File: config.mk
export PLATFORM = sky130hd
export DESIGN_NAME = multdiv_scheduler
export DESIGN_NICKNAME = d
export VERILOG_FILES = /design/src/rtl/multdiv_scheduler.sv
export SDC_FILE = /design/constraint.sdc
export NUM_CORES = 1
export LEC_CHECK = 0
export ABC_AREA = 1
export BUFFER_PORTS_ARGS = -buffer_cell sky130_fd_sc_hd__buf_2
export CORE_ASPECT_RATIO = 0.8
export CORE_MARGIN = 1
export CORE_UTILIZATION = 48
export DETAILED_ROUTE_END_ITERATION = 12
export GPL_TIMING_DRIVEN = 0
export PLACE_DENSITY = 0.95
export SLEW_MARGIN = 20
export SYNTH_ARGS = -nofsm -noshare
export SYNTH_HDL_FRONTEND = slang
export SYNTH_SLANG_ARGS = --single-unit
export TNS_END_PERCENT = 30
File: constraint.sdc
create_clock -name clock -period 3.5 [get_ports clock]
set_input_delay 0 -clock clock [delete_from_list [all_inputs] [get_ports clock]]
set_output_delay 0 -clock clock [all_outputs]
set_load 0.01 [all_outputs]
File: src/rtl/multdiv_scheduler.sv
// multdiv_scheduler
//   Sequences one multiply/divide at a time through the shared multi-cycle
//   unit, holds decode on register hazards against the in-flight result,
//   and merges the unit's result onto the single regfile write port.
//   The MW-stage pipeline write always wins the port; a result that
//   arrives while the port is taken is parked until the first free cycle.
//
// Ports
//   clock, reset                 clock, synchronous active-high reset
//   issue_valid/is_div/a/b/rd    mult/div issue from DX
//   issue_stall                  issue cannot be accepted this cycle
//   md_ctrl_mult, md_ctrl_div    one-cycle start pulses to the unit
//   md_a, md_b                   operands held for the unit
//   md_result/exception/ready    unit completion interface
//   fd_rs/rt/rd, fd_uses_rs/rt,  decode-stage register fields and
//   fd_writes_rd                 their valid qualifiers
//   hazard_stall                 freeze PC/FD, bubble DX
//   pipe_we/reg/data             MW-stage write request
//   wb_we/reg/data               regfile write port
//   busy                         an operation is in flight
module multdiv_scheduler #(
  parameter int RSTATUS_REG   = 30,
  parameter int MULT_EXC_CODE = 4,
  parameter int DIV_EXC_CODE  = 5
) (
  input  logic        clock,
  input  logic        reset,
  input  logic        issue_valid,
  input  logic        issue_is_div,
  input  logic [31:0] issue_a,
  input  logic [31:0] issue_b,
  input  logic [4:0]  issue_rd,
  output logic        issue_stall,
  output logic        md_ctrl_mult,
  output logic        md_ctrl_div,
  output logic [31:0] md_a,
  output logic [31:0] md_b,
  input  logic [31:0] md_result,
  input  logic        md_exception,
  input  logic        md_ready,
  input  logic [4:0]  fd_rs,
  input  logic [4:0]  fd_rt,
  input  logic [4:0]  fd_rd,
  input  logic        fd_uses_rs,
  input  logic        fd_uses_rt,
  input  logic        fd_writes_rd,
  output logic        hazard_stall,
  input  logic        pipe_we,
  input  logic [4:0]  pipe_reg,
  input  logic [31:0] pipe_data,
  output logic        wb_we,
  output logic [4:0]  wb_reg,
  output logic [31:0] wb_data,
  output logic        busy
);

  localparam logic [4:0]  RSTATUS  = 5'(RSTATUS_REG);
  localparam logic [31:0] MULT_EXC = 32'(MULT_EXC_CODE);
  localparam logic [31:0] DIV_EXC  = 32'(DIV_EXC_CODE);

  typedef enum logic [1:0] {
    IDLE  = 2'd0,
    START = 2'd1,
    RUN   = 2'd2,
    HOLD  = 2'd3
  } state_t;

  state_t      state, state_next;
  logic [4:0]  pend_rd;
  logic        pend_div;
  logic [31:0] hold_result;
  logic        hold_exc;

  // The exception target is only known at completion, so rstatus is
  // treated as a possible destination for every in-flight operation.
  // pend_rd of 0 never matches: r0 is never really written.
  function automatic logic reg_match(input logic [4:0] r,
                                     input logic [4:0] prd);
    return ((prd != 5'd0) && (r == prd)) || (r == RSTATUS);
  endfunction

  // Result currently presented by the unit or parked in the hold register
  logic        res_exc;
  logic [31:0] res_val;
  logic        md_wr_slot;   // scheduler owns the port this cycle
  logic        md_we;
  logic [4:0]  md_reg;
  logic [31:0] md_data;

  always_comb begin
    res_exc = (state == HOLD) ? hold_exc    : md_exception;
    res_val = (state == HOLD) ? hold_result : md_result;
    md_wr_slot = !pipe_we &&
                 (((state == RUN) && md_ready) || (state == HOLD));
    if (res_exc) begin
      md_reg  = RSTATUS;
      md_data = pend_div ? DIV_EXC : MULT_EXC;
      md_we   = md_wr_slot;
    end else begin
      md_reg  = pend_rd;
      md_data = res_val;
      md_we   = md_wr_slot && (pend_rd != 5'd0);
    end
  end

  // Write-port merge: pipeline has priority
  always_comb begin
    wb_we   = pipe_we;
    wb_reg  = pipe_reg;
    wb_data = pipe_data;
    if (!pipe_we && md_we) begin
      wb_we   = 1'b1;
      wb_reg  = md_reg;
      wb_data = md_data;
    end
  end

  always_comb begin
    busy         = (state != IDLE);
    issue_stall  = issue_valid && busy;
    md_ctrl_mult = (state == START) && !pend_div;
    md_ctrl_div  = (state == START) &&  pend_div;
    hazard_stall = busy && (
                   (fd_uses_rs   && reg_match(fd_rs, pend_rd)) ||
                   (fd_uses_rt   && reg_match(fd_rt, pend_rd)) ||
                   (fd_writes_rd && reg_match(fd_rd, pend_rd)));
  end

  always_comb begin
    state_next = state;
    case (state)
      IDLE:  if (issue_valid) state_next = START;
      START: state_next = RUN;
      RUN:   if (md_ready) state_next = pipe_we ? HOLD : IDLE;
      HOLD:  if (!pipe_we) state_next = IDLE;
      default: state_next = IDLE;
    endcase
  end

  // State and operand/result registers
  always_ff @(posedge clock) begin
    if (reset) begin
      state       <= IDLE;
      md_a        <= 32'd0;
      md_b        <= 32'd0;
      pend_rd     <= 5'd0;
      pend_div    <= 1'b0;
      hold_result <= 32'd0;
      hold_exc    <= 1'b0;
    end else begin
      state <= state_next;
      if ((state == IDLE) && issue_valid) begin
        md_a     <= issue_a;
        md_b     <= issue_b;
        pend_rd  <= issue_rd;
        pend_div <= issue_is_div;
      end
      if ((state == RUN) && md_ready && pipe_we) begin
        hold_result <= md_result;
        hold_exc    <= md_exception;
      end
    end
  end

endmodule

==> out/metrics.cfg, run 1 <==
[critical_path]
crit_start=pend_rd[0]
r2r_cells=7
cp_cell_sequence=clkbuf_1, or2_1, nor2_2, a21oi_4, inv_2, buf_2, nand2_1, nand2_1, buf_2
cp_max_fo=10
cp_slowest_stage_delay_ns=0.31
worst-r2r-setup-slack_ns=1.66
critPathRequiredTime_ns=3.50
r2r_start=state[1]
startpoint_type=flop
path_class=flop to output pin
cp_data_arrival_time_ns=2.28
worst_path_max_delay_cell=dfxtp_1
worst_setup_path_end_kind=output pin
rr_endpoint=md_b[1]

[route]
vias=6702
drcViolationCount=0
drt_iter0_drc=575
ant_nets=0
wl_per_cell_um=16.1
vias_per_cell=5.35
routed_wl_mm=20.1
drt_first_pass_iters=5

[hold_path]
hold_end=hold_exc
hp-class=input pin to flop
hold_path_depth=4
min-delay-start=md_exception

[layout]
area_growth_pct=58.0
stdcell_count=1252
nNetsFinal=1272
drive_gt1_share_pct=27.9
layout_commonest_cell=buf_2
final_cell_mix=buf_2, nand2_1, dfxtp_1

[synth]
synthCells=727
synth_area_leaders=dfxtp_1, nand2_1, a21oi_1, a211oi_1, nor2_1
ys_warn_count=0
syn_area_per_cell_um2=6.76
synth_cell_types=24
ys_seq_area_share_pct=42.8
synth_top_area_share_pct=42.8
ys_ff_latch=105
yosys.area.top_type=dfxtp_1
synth_area_um2=4910
syn_nets=890

[sta]
postLayoutSetupSlackWorst_ns=1.22
period_minus_slack_ns=2.28
rsz0062_at_grt=false
finalSetupViolCount=0
slew_viol_final=0
relSlewSlack_pct=62.5
finalClockSkew_ns=0.0195
tightest_slew_ns=0.563
setup_tns_ns=0
timing.fmax_ghz=0.438
fin_crit_sh_pct=65.2
hold_viol_final=0

[outcome]
status=finished clean

[pwr]
power_leakage_nw=3.78
p_per_area_nw_per_um2=455
peakVddDrop_mv=0.341
p_sw_share_pct=35.5
p_total_mw=3.53
p_switching_mw=1.25
pwr-share-comb_pct=31.3
clockPowerShare_pct=29.0
p_int_mw=2.28
pwr-share-seq_pct=39.7

[floorplanning]
die_area_um2=10700
die_y_um=92.5
die_w_um=115
coreArea_um2=9810
row_count=32
initial_utilization_pct=50.1
num_io_pins=270

[cts]
post_cts_buffers=0
cts_buffer_depth=2
clk_latency_ns=0.36
clk_pin_slew_ns=0.08
cts_tree=built
cts_sinks=105
h-tree-depth=3
clockRootBuffer=clkbuf_16
cts_buffers=9

[placement]
place_congestion=0.818
port_buffers=268
dpl.cell_count=1131
dp_hpwl_mm=12.2
place_ws_ns=1.64

[global_route]
overflow=0
grt_max_degree=22
antenna_found_initial=0
grt_use_total_pct=37.1
grt_pass1_wl_mm=30.5
grt_pass1_vias=6404

[job]
cap_violations=0

-- layer usage --
layer / global-route usage, % / share of wire, % / up-vias
li1: - / - / 3100
met3: 8.44 / 8.0 / 135
met4: 24.0 / 6.5 / 0
met5: 0 / 0 / -
met1: 41.4 / 37 / 3001
met2: 63.7 / 49 / 466
-- sequential cells by signal (all words and copies together), names as in the netlist --
| signal | flops |
|---|---|
| hold_result | 32 |
| md_a | 32 |
| md_b | 32 |
| pend_rd | 5 |
| state | 2 |
| hold_exc | 1 |
| pend_div | 1 |
-- metrics by stage --
step                area, µm²  hold slack (ns)  utilization, %
floorplan                4910            0.119               -
global placement         6430            0.253            65.5
detailed placement       6430            0.258            65.5
CTS                      7760           0.0180            79.1
global route             7760           0.0358            79.1
finish                   7770           0.0291            79.2
-- cells by family (layout without fill, tap and decap cells) --
group                  after synthesis  count (layout)  share of synthesized area (%)
other                                0               2                              0
flip-flops                         105             105                           42.8
buffers and inverters              104             491                           8.73
AO/OA/AOI/OAI                      147             147                           17.6
AND/OR/NAND/NOR                    358             358                           28.6
XOR/XNOR                            13              13                           2.32
-- final cells by class --
type,count,area [µm²]
multi-input combinational,518,2380
timing repair buffer,371,2370
sequential,105,2100
fill,636,2040
buffer,53,238
clock buffer,9,225
inverter,51,191
tap,136,170
clock inverter,7,80.1
antenna,2,5.00
-- synth_stat cells, drive strengths merged --
| library cell | number |
|---|---|
| dfxtp | 105 |
| nand4 | 4 |
| or2 | 3 |
| a21oi | 68 |
| a311oi | 2 |
| o211ai | 1 |
| inv | 51 |
| nand3 | 34 |
| o21ai | 36 |
| buf | 24 |
| a31oi | 4 |
| a211oi | 36 |
| nor2 | 57 |
| nand2 | 260 |
| xnor2 | 10 |
| xor2 | 3 |
| clkbuf | 29 |
-- critical path: cells and delay by family (launching register included) --
family                 cells  cell delay (ns)
buffers and inverters      4             0.76
flip-flops                 1             0.31
AND/OR/NAND/NOR            4             0.75
AO/OA/AOI/OAI              1             0.12
-- power groups by stage --
stage / Clock [mW] / Combinational (mW) / Sequential, mW
after global placement: 0 / 0.936 / 1.41
after global routing: 1.08 / 1.20 / 1.41
final: 1.02 / 1.10 / 1.40
after detailed placement: 0 / 0.956 / 1.41
after floorplan: 0 / 0.530 / 1.45
after CTS: 1.03 / 1.05 / 1.39
-- worst max-delay path by stage --
stage,end,slack (ns),depth (start not counted)
finish,wb_data[7],1.22,9
floorplan,pend_rd[0],2.10,8
CTS,wb_reg[0],1.25,9
global placement,wb_reg[0],1.64,9
global route,wb_data[7],1.05,9
detailed placement,wb_reg[0],1.64,9
-- timing repair --
item	CTS	global route
hold endpoints to repair	104	0
gates resized for setup	0	0
setup endpoints to repair	0	0
hold buffers	103	0
Note: power is estimated with default switching activity, not from simulation.
==> run 2: changes to the inputs <==
--- a/config.mk
+++ b/config.mk
@@ -9,10 +9,10 @@
 export BUFFER_PORTS_ARGS = -buffer_cell sky130_fd_sc_hd__buf_2
 export CORE_ASPECT_RATIO = 0.8
 export CORE_MARGIN = 1
-export CORE_UTILIZATION = 48
+export CORE_UTILIZATION = 41
 export DETAILED_ROUTE_END_ITERATION = 12
 export GPL_TIMING_DRIVEN = 0
-export PLACE_DENSITY = 0.95
+export PLACE_DENSITY = 0.88
 export SLEW_MARGIN = 20
 export SYNTH_ARGS = -nofsm -noshare
 export SYNTH_HDL_FRONTEND = slang
==> constraint.sdc (replaced) <==
create_clock -name clock -period 1.8 [get_ports clock]
set_input_delay 0 -clock clock [delete_from_list [all_inputs] [get_ports clock]]
set_output_delay 0 -clock clock [all_outputs]
set_load 0.01 [all_outputs]
==> out/metrics.cfg, run 2 (synthesis gave the netlist of run 1 again) <==
[sta]
fin_crit_sh_pct=101
period_minus_slack_ns=1.81
tightest_slew_ns=0.580
postLayoutSetupSlackWorst_ns=-0.0130
timing.fmax_ghz=0.552
hold_viol_final=0
setup_tns_ns=-0.0218
hold_slack_ns=0.0580
slew_viol_final=0
relSlewSlack_pct=61.4
finalClockSkew_ns=0.00749
rsz0062_at_grt=true
finalSetupViolCount=3

[layout]
final_cell_mix=buf_2, nand2_1, dlygate4sd3_1
area_growth_pct=65.7
reg_top3=hold_result (32), md_a (32), md_b (32)
drive_gt1_share_pct=32.6
fin_area_um2=8150
nNetsFinal=1283
layout_commonest_cell=buf_2
diodes=0
stdcell_count=1273
post-route-util_pct=70.2

[critical_path]
worst_setup_path_end_kind=output pin
path_class=flop to output pin
cp_data_arrival_time_ns=1.81
cp-endpoint=wb_data[19]
crit_start=pend_rd[0]
r2r_cells=7
r2r_start=state[1]
worst-r2r-setup-slack_ns=0.13
cp_max_fo=7
critPathRequiredTime_ns=1.80
startpoint_type=flop
rr_endpoint=md_a[22]

[cts]
cts_tree=built
cts_buffer_depth=2
clk_pin_slew_ns=0.08
clockRootBuffer=clkbuf_16
h-tree-depth=3
cts_buffers=9
cts_sinks=105
clk_latency_ns=0.34

[pwr]
power_leakage_nw=3.95
pwr-share-seq_pct=38.9
p_sw_share_pct=35.0
p_total_mw=7.02
clockPowerShare_pct=27.9
pwr-share-comb_pct=33.1
p_per_area_nw_per_um2=862
p_switching_mw=2.46
p_int_mw=4.57
peakVddDrop_mv=0.566

[hold_path]
hp-class=input pin to flop

[placement]
place_ws_ns=-0.118
place_congestion=0.841
dp_hpwl_mm=12.3
port_buffers=268
place_area_um2=6440
dpl.cell_count=1143

[job]
cap_violations=0

[outcome]
violations=setup timing
status=finished, violations left

[global_route]
grt_max_degree=21
grt_pass1_vias=6355
antenna_found_initial=0
grt_pass1_wl_mm=30.2
overflow=0
grt_use_total_pct=29.7

[floorplanning]
die_area_um2=12400
num_io_pins=270
coreArea_um2=11600
initial_utilization_pct=42.4
row_count=35
die_w_um=124
die_y_um=99.9

[route]
drt_first_pass_iters=5
vias=6582
drcViolationCount=0
vias_per_cell=5.17
routed_wl_mm=19.9
ant_nets=0
wl_per_cell_um=15.7
drt_iter0_drc=405

run 2: power by group through the flow:
| stage | registers [mW] | logic (mW) | clock network [mW] |
|---|---|---|---|
| final | 2.73 | 2.33 | 1.96 |
| after global routing | 2.76 | 2.53 | 2.07 |
| after CTS | 2.72 | 2.11 | 1.98 |
| after detailed placement | 2.75 | 1.87 | 0 |
| after global placement | 2.74 | 1.84 | 0 |
| after floorplan | 2.82 | 1.03 | 0 |
run 2: layout make-up:
cell class              count  area (µm²)
plain buffers              49         292
well taps                 148         185
repair buffers            386        2580
fillers                   861        3460
flip-flops and latches    105        2120
inverters                  51         208
clock inverters             7        70.1
clock buffers               9         225
multi-input cells         518        2460
run 2: critical path, cell delays in order (launching register included):
cell     delay [ns]
dfxtp_4        0.37
or2_4          0.24
nor2_4         0.16
a21oi_4        0.08
buf_12         0.16
inv_16         0.08
buf_6          0.11
nand2_1        0.06
nand2_1        0.08
buf_2          0.13
run 2: how the worst min path moves through the flow:
stage / slack, ns / startpoint / cells past startpoint / to
finish: 0.06 / md_exception / 4 / hold_exc
global route: 0.08 / md_exception / 4 / hold_exc
CTS: 0.04 / md_exception / 4 / hold_exc
detailed placement: 0.26 / issue_a[5] / 3 / md_a[5]
global placement: 0.25 / issue_a[11] / 3 / md_a[11]
floorplan: 0.12 / pipe_data[2] / 2 / wb_data[2]
run 2: timing repair:
item,in CTS,in global routing
gates cloned,0,4
endpoints found under the setup margin,39,109
resized for setup,38,54
hold buffers,103,0
pin swaps,3,14
setup buffers,5,7
endpoints found under the hold margin,104,0
run 2: layer usage:
metal  share of wire, %  vias to the layer above  track usage (%)
met1                 41                     3019             34.6
met4                4.7                        0             15.7
li1                   -                     3123                -
met2                 48                      346             52.0
met5                  0                        -                0
met3                5.9                       94             5.86
